--- src/rtl/hack_alu_pipe.sv ---
// Two-stage pipelined Hack ALU with valid/ready handshake and registered zr/ng/cout/ovf flags.
// Stage 1 conditions the operands; stage 2 computes the result and its status flags.
module hack_alu_pipe #(
   parameter int unsigned WIDTH = 16
) (
   input  logic             clk,
   input  logic             rst,
   input  logic             in_valid,
   output logic             in_ready,
   input  logic [WIDTH-1:0] a,
   input  logic [WIDTH-1:0] b,
   input  logic             zx,
   input  logic             nx,
   input  logic             zy,
   input  logic             ny,
   input  logic             f,
   input  logic             no,
   output logic             out_valid,
   input  logic             out_ready,
   output logic [WIDTH-1:0] out,
   output logic             zr,
   output logic             ng,
   output logic             cout,
   output logic             ovf
);

   logic             s1_valid;
   logic [WIDTH-1:0] s1_x;
   logic [WIDTH-1:0] s1_y;
   logic             s1_f;
   logic             s1_no;

   logic             s2_ready;
   logic             accept;
   logic             advance;

   logic [WIDTH-1:0] x_pre;
   logic [WIDTH-1:0] y_pre;
   logic [WIDTH:0]   sum;
   logic [WIDTH-1:0] res;
   logic             res_cout;
   logic             res_ovf;

   // in_ready depends combinationally on out_ready so a full pipe can still
   // take a new operation in the same cycle the consumer drains it.
   assign s2_ready = !out_valid || out_ready;
   assign in_ready = !s1_valid || s2_ready;
   assign accept   = in_valid && in_ready;
   assign advance  = s1_valid && s2_ready;

   always_comb begin
      x_pre = zx ? '0 : a;
      if (nx) x_pre = ~x_pre;
      y_pre = zy ? '0 : b;
      if (ny) y_pre = ~y_pre;
   end

   always_comb begin
      sum      = {1'b0, s1_x} + {1'b0, s1_y};
      res      = s1_f ? sum[WIDTH-1:0] : (s1_x & s1_y);
      if (s1_no) res = ~res;
      res_cout = s1_f & sum[WIDTH];
      // overflow is judged on the raw sum, before the optional final inversion
      res_ovf  = s1_f & (s1_x[WIDTH-1] == s1_y[WIDTH-1]) & (sum[WIDTH-1] != s1_x[WIDTH-1]);
   end

   always_ff @(posedge clk) begin
      if (rst) begin
         s1_valid <= 1'b0;
         s1_x     <= '0;
         s1_y     <= '0;
         s1_f     <= 1'b0;
         s1_no    <= 1'b0;
      end else if (accept) begin
         s1_valid <= 1'b1;
         s1_x     <= x_pre;
         s1_y     <= y_pre;
         s1_f     <= f;
         s1_no    <= no;
      end else if (advance) begin
         s1_valid <= 1'b0;
      end
   end

   always_ff @(posedge clk) begin
      if (rst) begin
         out_valid <= 1'b0;
         out       <= '0;
         zr        <= 1'b0;
         ng        <= 1'b0;
         cout      <= 1'b0;
         ovf       <= 1'b0;
      end else if (advance) begin
         out_valid <= 1'b1;
         out       <= res;
         zr        <= (res == '0);
         ng        <= res[WIDTH-1];
         cout      <= res_cout;
         ovf       <= res_ovf;
      end else if (out_ready) begin
         out_valid <= 1'b0;
      end
   end

endmodule

--- config.mk ---
export PLATFORM = sky130hd
export DESIGN_NAME = hack_alu_pipe
export DESIGN_NICKNAME = d
export VERILOG_FILES = /design/src/rtl/hack_alu_pipe.sv
export SDC_FILE = /design/constraint.sdc
export NUM_CORES = 1
export LEC_CHECK = 0
export CAP_MARGIN = 20
export CORE_UTILIZATION = 48
export DETAILED_ROUTE_END_ITERATION = 7
export PLACE_DENSITY = 0.84
export SLEW_MARGIN = 20
export SYNTH_ARGS = -nofsm -noshare
export SYNTH_HDL_FRONTEND = slang
export SYNTH_SLANG_ARGS = --single-unit
--- constraint.sdc ---
create_clock -name clk -period 2.6 [get_ports clk]
set_input_delay 0.39 -clock clk [delete_from_list [all_inputs] [get_ports clk]]
set_output_delay 0.39 -clock clk [all_outputs]
set_load 0.02 [all_outputs]
==> results of run 1 <==
[report_power, final]
group | switching (mW) | internal, mW
combinational | 0.332 | 0.323
clock | 0.262 | 0.283
sequential | 0.0397 | 0.900
total | 0.633 | 1.51
[critical path: cells and delay by family, from the launching register on]
kind                       cells  cell delay (ns)
AOI/OAI and AO/OA              4             0.74
and+or+nand+nor                2             0.67
adders and majority gates      2             0.53
DFF                            1             0.35
xor gates and xnor gates       1             0.14
muxes                          1             0.11
[state kept, by name (all words and copies together), names as in the netlist]
signal / cells
cout: 1
out: 16
out_valid: 1
ovf: 1
s1_f: 1
s1_no: 1
s1_valid: 1
s1_x: 16
s1_y: 16
zr: 1
[path summary, 6_finish.rpt]
kind,startpoint,to
worst min register to register,out[12]$_SDFFE_PP0P_,out[12]$_SDFFE_PP0P_
worst min-delay path,out[12]$_SDFFE_PP0P_,out[12]$_SDFFE_PP0P_
worst max-delay path,s1_x[0]$_SDFFE_PP0P_,zr$_SDFFE_PP0P_
worst max register to register,s1_x[0]$_SDFFE_PP0P_,zr$_SDFFE_PP0P_
[synth_stat cells (4+ instances only)]
cell type / count
o211ai_1: 5
xnor2_1: 48
a21o_1: 5
xor2_1: 5
dfxtp_1: 55
nor2_1: 64
ha_1: 16
o21ai_0: 9
inv_1: 4
mux2i_1: 7
a21oi_1: 32
and3_1: 4
nand2_1: 38
nor2b_1: 36
a211oi_1: 38
clkbuf_1: 28
[logic make-up (layout without fill, tap and decap cells)]
| group | after synthesis | after routing | share of synthesized area, % |
|---|---|---|---|
| AND/OR/NAND/NOR | 167 | 167 | 22.1 |
| adder cells (fa/ha/maj) | 17 | 17 | 6.11 |
| buffers and inverters | 35 | 94 | 3.79 |
| flip-flops | 55 | 55 | 30.6 |
| multiplexers | 9 | 9 | 2.57 |
| AO/OA/AOI/OAI | 114 | 114 | 22.0 |
| XOR/XNOR | 53 | 53 | 12.9 |
[routing by layer]
layer  up-vias  part of all wire [%]
li1       1690                     -
met1      1430                    47
met2        92                    47
met3         6                   4.8
met4         0                  0.74
met5         -                     0
[repair_timing]
action                     4_1_cts  5_1_grt
hold buffers                     0        0
setup endpoints to repair        1        6
pin swaps                        0        3
resized for setup                1       11
setup buffers                    0        0
[metrics by stage]
| stage | instance area [um2] | setup WS [ns] |
|---|---|---|
| 5_1_grt | 4560 | -0.208 |
| 3_3_place_gp | 4400 | -0.00643 |
| 6_report | 4560 | -0.0346 |
| 3_5_place_dp | 4400 | -0.0664 |
| 4_1_cts | 4510 | -0.105 |
| 2_1_floorplan | 3610 | 0.0181 |
[area by class of cell]
cell class	count	share of cell area [%]
inverter	4	0.329
sequential	55	24.2
tap	99	2.72
clock buffer	6	1.59
timing repair buffer	83	17.3
multi-input combinational	360	53.2
clock inverter	1	0.659
==> metrics.md, run 1 <==
| Metric | Value |
|---|---|
| Clk root buf | clkbuf_8 |
| Total wire length | 7.83 mm |
| Met3 Use GR | 3.73% |
| Failing checks | negative setup slack |
| LEAKAGE | 1.68 nW |
| First-pass GRT wire length | 13.2 mm |
| Synth warn | 0 |
| Die area | 7860 um2 |
| Fin cells | 608 |
| Fillers | 633 |
| Area delta synth->final | 26.6% |
| Port Buffer Count | 63 |
| Status | finished, violations left |
| Largest net degree at the start of global routing | 57 |
| Power consumption | 2.14 mW |
| Die extent in x | 88.6 um |
| Die Ht | 88.6 um |
| Initial core utilization | 49.7% |
| Post-synth top area cell | dfxtp_1 |
| Util after Layout | 62.9% |
| Diode count | 0 |
| Fmax | 0.380 GHz |
| Total global routing overflow | 0 |
| H-tree levels | 2 |
| Final worst path period share | 101% |
| Most frequent cells in the layout | nor2_1 (64), clkdlybuf4s50_1 (62), dfxtp_1 (53) |
| Crit-path cells | ha_4 > fa_2 > a211oi_2 > o211ai_1 > a41oi_2 > xnor2_1 > mux2i_1 > or4_1 > and2_4 > o41ai_2 |
| Slew @ Worst Pin | 0.816 ns |
| Endpoints failing setup | 1 |
| Slowest stage cell, crit path | or4_1 |
| Slowest stage delay, CP | 0.52 ns |
| Reg clk slew, reported paths | 0.09 ns |
| CP endpoint kind | flip-flop |
| Slack of the critical path | -0.0346 ns |
| TritonCTS Sinks | 55 |
| Worst clock skew | 0.00473 ns |
| Antenna viol nets, final | 0 |
| Avg Inst Size Synth | 8.00 um2 |
| Post-synth EDFFs | 0 |
| Core box area | 7250 um2 |
| Final HPWL DP | 6.22 mm |
| Via count | 3,218 |
| # IOs | 64 |
| Clock Tree Buf Depth | 2 |
| Most common cell after layout, fill and taps aside | nor2_1 |
| Kind of critical path | reg2reg |
| Max-cap violation count | 0 |
| DP Cell Count | 601 |
| Cells after Synth | 450 |
| Top cells by area, synth | dfxtp_1 (31%), xnor2_1 (12%), a211oi_1 (7.9%) |
| GPL Wtd Cong | 0.837 |
| Seq cells post-synth | 55 |
| Area of the multi-input gates | 2430 um2 |
| Syn_nets | 509 |
| Startpoint types | flip-flop |
| Final Net Count | 568 |
| CTS tree | built |
| Antenna violations before repair | 0 |
| R2R setup slack | -0.03 ns |
| DR vias/cell | 5.29 |
| # DRC | 0 |
| M2 GR Usage | 35.1% |
| Hold Path Stages | 2 |
| Ratio of cells with drive above 1 in the final layout | 9.63% |
| Worst Path Max Fanout | 3 |
| Path depth of the worst reg2reg path | 10 |
| Final Hold Fails | 0 |
| Vias in the first global route | 2,882 |
| DR pass1 iterations | 6 |
| Clock latency on the worst-skew pair | 0.30 ns |
| Ys async rst share | 0% |
| Hold_ws | 0.457 ns |
| PwrDens | 469 nW/um2 |
| HP Class | reg2reg |
| Storage cell area | 1100 um2 |
| Max_slew headroom | 45.5% |
| Final Max Slew Viols | 0 |
| GRT busiest layer | met2 |
| Ys flop type | dfxtp_1 |
| Post-synthesis instance area | 3600 um2 |
| Final min period | 2.63 ns |
| CP arrival | 2.85 ns |
| GRT Util Overall | 21.1% |
| CP required | 2.82 ns |
| Maximum vdd drop | 189 uV |
| Post-route setup TNS | -0.0346 ns |
| Yosys cell types | 51 |
| Clock buffer count from CTS | 5 |
| Sequential share of the synthesized area | 30.6% |
| Met1 usage | 28.4% |
| RSZ-0062 raised after global routing | yes |
| WL/cell | 12.9 um |
| Number of DRC markers in iteration 0 | 165 |
| FP Rows | 31 |
| Post-synth top area share | 30.6% |
Power figures use the tool's default switching activity.
==> run 2, diff against run 1 <==
PLACE_DENSITY = default   (was 0.84)
PLACE_DENSITY_LB_ADDON = 0.3   (was default)
==> run 2 against run 1 <==
  * The flow still finishes with violations (negative setup slack)
  * Clock power down 19%
  * Sequential power hardly changed
  * Sequential share of layout area grew 0.073 points
  * Highest routed layer unchanged
==> metrics.md, run 2 (synthesis results as in run 1) <==
| Metric | Value |
|---|---|
| Final Max Slew Viols | 0 |
| Clock buffer count from CTS | 5 |
| Die area | 7860 um2 |
| CP endpoint kind | flip-flop |
| CP required | 2.81 ns |
| Most common cell after layout, fill and taps aside | nor2_1 |
| Core box area | 7250 um2 |
| CTS Hold Buffers Added | 0 |
| Clock latency on the worst-skew pair | 0.31 ns |
| Failing checks | negative setup slack |
| Top Layer Used | met4 |
| Via count | 3,286 |
| PwrDens | 449 nW/um2 |
| Die extent in x | 88.6 um |
| Largest registers | out: 16 flops, s1_x: 16 flops, s1_y: 16 flops |
| LEAKAGE | 1.67 nW |
| CP arrival | 2.88 ns |
| Max-cap violation count | 0 |
| Crit Reg-Reg Endpoint | zr$_SDFFE_PP0P_ |
| R2R setup slack | -0.07 ns |
| # DRC | 0 |
| Worst Path Max Fanout | 3 |
| Largest net degree at the start of global routing | 54 |
| Endpoints failing setup | 1 |
| FP Rows | 31 |
| DR vias/cell | 5.40 |
| Final HPWL DP | 6.42 mm |
| Area delta synth->final | 26.2% |
| Diode count | 0 |
| H-tree levels | 2 |
| Total wire length | 7.91 mm |
| Port Buffer Count | 63 |
| Die Ht | 88.6 um |
| Vias in the first global route | 2,951 |
| Slew @ Worst Pin | 0.607 ns |
| Final Hold Fails | 0 |
| # IOs | 64 |
| Max_slew headroom | 59.4% |
| GPL Wtd Cong | 0.839 |
| Kind of critical path | reg2reg |
| Most frequent cells in the layout | nor2_1 (64), clkdlybuf4s50_1 (62), dfxtp_1 (53) |
| Initial core utilization | 49.7% |
| WL/cell | 13.0 um |
| Status | finished, violations left |
| Path depth of the worst reg2reg path | 10 |
| CTS tree | built |
| DR pass1 iterations | 4 |
| Startpoint types | flip-flop |
| Power consumption | 2.04 mW |
| Met3 wire length | 347 um |
| Worst clock skew | 0.00928 ns |
| Post-route setup TNS | -0.0656 ns |
| Wl on met1 | 3.60 mm |
| Ratio of cells with drive above 1 in the final layout | 9.82% |
| Final Net Count | 569 |
| Antenna violations before repair | 0 |
| Number of DRC markers in iteration 0 | 86 |
| RSZ-0062 raised after global routing | yes |
| Maximum vdd drop | 214 uV |
| Util after Layout | 62.7% |
| Reg clk slew, reported paths | 0.09 ns |
| First-pass GRT wire length | 13.5 mm |
| CP Launch Point | s1_x[0]$_SDFFE_PP0P_ |
| CP Capture Point | zr$_SDFFE_PP0P_ |
| Total setup buffers inserted after CTS | 0 |
| HP Class | reg2reg |
| Clock Tree Buf Depth | 2 |
| Final worst path period share | 103% |
| GRT Util Overall | 22.0% |
| Antenna viol nets, final | 0 |
| Total global routing overflow | 0 |
| Reg2reg start | s1_x[0]$_SDFFE_PP0P_ |
| Clk root buf | clkbuf_8 |
| Slack of the critical path | -0.0656 ns |
| TritonCTS Sinks | 55 |
| Fmax | 0.375 GHz |
| Final min period | 2.67 ns |
| Met2 routed WL | 3.87 mm |
## run 2: per-layer routing
metal	vias up	track usage, %
li1	1698	-
met1	1481	28.1
met2	100	38.7
met3	7	3.08
met4	0	6.16
met5	-	0
## run 2: cell type report
type / count / area, um2
clock buffers: 5 / 68.8
flip-flops and latches: 55 / 1100
fillers: 690 / 2710
clock inverters: 1 / 7.51
well taps: 99 / 124
multi-input cells: 360 / 2430
repair buffers: 84 / 796
inverters: 4 / 15.0
## run 2: how the worst min path moves through the flow
stage	end	slack (ns)	start	cells after the start
after global routing	out[4]$_SDFFE_PP0P_	0.48	out[4]$_SDFFE_PP0P_	2
after global placement	out[9]$_SDFFE_PP0P_	0.44	out[9]$_SDFFE_PP0P_	2
after floorplan	s1_y[10]$_SDFFE_PP0P_	0.48	s1_y[10]$_SDFFE_PP0P_	2
after detailed placement	out[10]$_SDFFE_PP0P_	0.45	out[10]$_SDFFE_PP0P_	2
after CTS	out[13]$_SDFFE_PP0P_	0.46	out[13]$_SDFFE_PP0P_	2
final	out[13]$_SDFFE_PP0P_	0.46	out[13]$_SDFFE_PP0P_	2
## run 2: report_power, final
| group | switching (mW) | leakage (nW) | total, mW | internal, mW |
|---|---|---|---|---|
| clock | 0.264 | 0.0361 | 0.443 | 0.179 |
| sequential | 0.0414 | 0.454 | 0.942 | 0.900 |
| combinational | 0.333 | 1.18 | 0.657 | 0.324 |
| total | 0.638 | 1.67 | 2.04 | 1.40 |
## run 2: per-stage QoR
stage	cell area [um2]	instances	hold slack [ns]	setup WS (ns)
2_1_floorplan	3610	450	0.482	0.0181
3_3_place_gp	4410	602	0.439	-0.0204
3_5_place_dp	4410	602	0.447	-0.0895
4_1_cts	4490	608	0.460	-0.108
5_1_grt	4550	608	0.484	-0.223
6_report	4550	608	0.455	-0.0656
## run 2: critical path, cell delays in order, from the launching register on
cell and delay (ns):
dfxtp_2 0.34, ha_4 0.16, fa_2 0.38, a211oi_4 0.22
o211ai_1 0.16, a41oi_2 0.21, xnor2_1 0.13, mux2i_1 0.10
or4_1 0.51, and2_4 0.15, o41ai_2 0.19
## run 2: timing repair
| action | in CTS | in global routing |
|---|---|---|
| pin swaps | 0 | 5 |
| gates resized for setup | 0 | 13 |
| cloned | 0 | 0 |
| setup endpoints to repair | 1 | 5 |
==> run 3, diff against run 2 <==
MAX_ROUTING_LAYER = met4   (was default)
REMOVE_ABC_BUFFERS = 1   (was default)
==> run 3 against run 2 <==
  * The run still ends with negative setup slack left
  * Global-route usage up 0.36 points
  * Die area unchanged
  * Critical path depth unchanged
  * Sequential share of layout area is 0.44 points lower
  * Worst hold slack worse by 0.0029 ns
  * Setup slack worse by 0.013 ns
  * Final area grew 2.0%
  * Clock power grew 5.4%
  * Via count is 1.9% higher
  * Wire length rose by 1.6%
  * Critical path type unchanged
==> metrics.md, run 3 (synthesis results as in run 1) <==
| Metric | Value |
|---|---|
| Status | finished, violations left |
| Failing checks | negative setup slack |
| CP delay by family, top | compound AO/OA/AOI/OAI gates |
| Hold Path Stages | 2 |
| Antenna violations before repair | 0 |
| Placed cell area | 4430 um2 |
| Clock buffer count from CTS | 5 |
| GRT Util Overall | 22.4% |
| Slew @ Worst Pin | 0.623 ns |
| Crit Reg-Reg Endpoint | zr$_SDFFE_PP0P_ |
| Clk root buf | clkbuf_8 |
| Fillers | 668 |
| Crit-path cells | ha_4 > fa_2 > a211oi_2 > o211ai_1 > a41oi_1 > xnor2_1 > mux2i_1 > or4_1 > and2_4 > o41ai_2 |
| RSZ-0062 raised after global routing | yes |
| Reg2reg start | s1_x[0]$_SDFFE_PP0P_ |
| Max-cap violation count | 0 |
| Clock latency on the worst-skew pair | 0.32 ns |
| Core box area | 7250 um2 |
| Hold path startpoint | out[1]$_SDFFE_PP0P_ |
| CTS Hold Buffers Added | 0 |
| Most common cell after layout, fill and taps aside | nor2_1 |
| HP Class | reg2reg |
| DR pass1 iterations | 4 |
| Final min period | 2.68 ns |
| Fmax | 0.373 GHz |
| GPL Wtd Cong | 0.893 |
| TritonCTS Sinks | 55 |
| Clock power share | 22.4% |
| Max_slew headroom | 58.3% |
| Worst Path Buf+Inv | 0 |
| Comb power frac | 32.6% |
| H-tree levels | 2 |
| Maximum vdd drop | 207 uV |
| Switching share of power | 31.7% |
| CP required | 2.83 ns |
| Largest net degree at the start of global routing | 31 |
| Slowest stage cell, crit path | or4_1 |
| # DRC | 0 |
| Final Net Count | 578 |
| Final Hold Fails | 0 |
| Path depth of the worst reg2reg path | 10 |
| First-pass GRT wire length | 13.5 mm |
| Startpoint types | flip-flop |
| Antenna viol nets, final | 0 |
| Most frequent cells in the layout | nor2_1 (64), clkdlybuf4s50_1 (62), dfxtp_1 (52) |
| LEAKAGE | 1.72 nW |
| Die area | 7860 um2 |
| Diode count | 0 |
| Port Buffer Count | 63 |
| Area delta synth->final | 28.7% |
| Endpoints failing setup | 1 |
| Register share of total power | 45.0% |
| Die Ht | 88.6 um |
| Post-route setup TNS | -0.0782 ns |
| FP Rows | 31 |
| PwrDens | 450 nW/um2 |
| Total global routing overflow | 0 |
| Number of DRC markers in iteration 0 | 201 |
| DR vias/cell | 5.41 |
| Worst clock skew | 0.0125 ns |
| Worst Path Max Fanout | 3 |
| Largest registers | out: 16 flops, s1_x: 16 flops, s1_y: 16 flops |
| Final Cell Area | 4640 um2 |
| Slack of the critical path | -0.0782 ns |
| R2R setup slack | -0.08 ns |
| Reg clk slew, reported paths | 0.10 ns |
| Total wire length | 8.04 mm |
| Kind of critical path | reg2reg |
| CP endpoint kind | flip-flop |
| Die extent in x | 88.6 um |
| Final Max Slew Viols | 0 |
| Slowest stage delay, CP | 0.51 ns |
| CTS tree | built |
| Final worst path period share | 103% |
| WHS Endpoint | out[1]$_SDFFE_PP0P_ |
| Final HPWL DP | 6.17 mm |
| Initial core utilization | 49.7% |
| WL/cell | 13.0 um |
| Power Internal | 1.42 mW |
| Clock Tree Buf Depth | 2 |
| CP arrival | 2.91 ns |
| Psw | 0.661 mW |
| Vias in the first global route | 2,925 |
| Ratio of cells with drive above 1 in the final layout | 12.5% |
| # IOs | 64 |
| Via count | 3,348 |
[run 3: changes by cell type in the layout (fill, tap and decap cells not counted), sizes merged]
cell,before,now
buf,22,31
clkinv,0,3
clkinvlp,1,0
[run 3: routing by layer]
metal,vias up,global-route usage (%),wire (um)
li1,1716,-,-
met1,1534,28.8,3780
met2,84,36.9,3810
met3,14,2.89,297
met4,0,6.01,152
met5,-,-,0
[run 3: per-stage QoR]
| stage | hold slack (ns) | setup WS, ns | utilization (%) | total power, mW | cells |
|---|---|---|---|---|---|
| 2_1_floorplan | 0.459 | -0.167 | - | 1.35 | 419 |
| 3_3_place_gp | 0.440 | -0.182 | 61.0 | 1.59 | 607 |
| 3_5_place_dp | 0.443 | -0.258 | 61.0 | 1.60 | 607 |
| 4_1_cts | 0.456 | -0.0793 | 63.6 | 2.09 | 619 |
| 5_1_grt | 0.479 | -0.200 | 63.9 | 2.22 | 619 |
| 6_report | 0.453 | -0.0782 | 63.9 | 2.09 | 619 |
[run 3: timing repair]
action / in CTS / in global routing
pin swaps: 10 / 0
setup endpoints to repair: 5 / 5
buffers inserted: 4 / 0
gates resized for setup: 15 / 4
[run 3: how the worst max path moves through the flow]
stage / start / endpoint / slack, ns / cells past startpoint
final: s1_x[0]$_SDFFE_PP0P_ / zr$_SDFFE_PP0P_ / -0.08 / 10
after global routing: s1_x[0]$_SDFFE_PP0P_ / zr$_SDFFE_PP0P_ / -0.20 / 10
after CTS: s1_x[0]$_SDFFE_PP0P_ / zr$_SDFFE_PP0P_ / -0.08 / 10
after detailed placement: s1_x[0]$_SDFFE_PP0P_ / zr$_SDFFE_PP0P_ / -0.26 / 10
after global placement: s1_x[0]$_SDFFE_PP0P_ / zr$_SDFFE_PP0P_ / -0.18 / 10
after floorplan: s1_x[0]$_SDFFE_PP0P_ / zr$_SDFFE_PP0P_ / -0.17 / 10
[run 3: tightest hold or removal path, stage by stage, from the launching register on]
cell and delay (ns):
dfxtp_1 0.32, nand2_1 0.05, a21oi_1 0.05
[run 3: cell type report]
| cell class | count | area [um2] | area share, % |
|---|---|---|---|
| Multi-Input combinational cell | 360 | 2450 | 52.9 |
| Timing Repair Buffer | 93 | 855 | 18.4 |
| Tap cell | 99 | 124 | 2.67 |
| Clock buffer | 5 | 68.8 | 1.48 |
| Clock inverter | 3 | 15.0 | 0.324 |
| Sequential cell | 55 | 1100 | 23.8 |
| Inverter | 4 | 15.0 | 0.324 |
[run 3: power by group through the flow]
stage                     sequential, mW  combinational [mW]  clock [mW]
final                              0.939               0.680       0.467
after global routing               0.947               0.750       0.520
after CTS                          0.940               0.672       0.477
after detailed placement           0.957               0.644           0
after global placement             0.954               0.635           0
after floorplan                    0.972               0.382           0
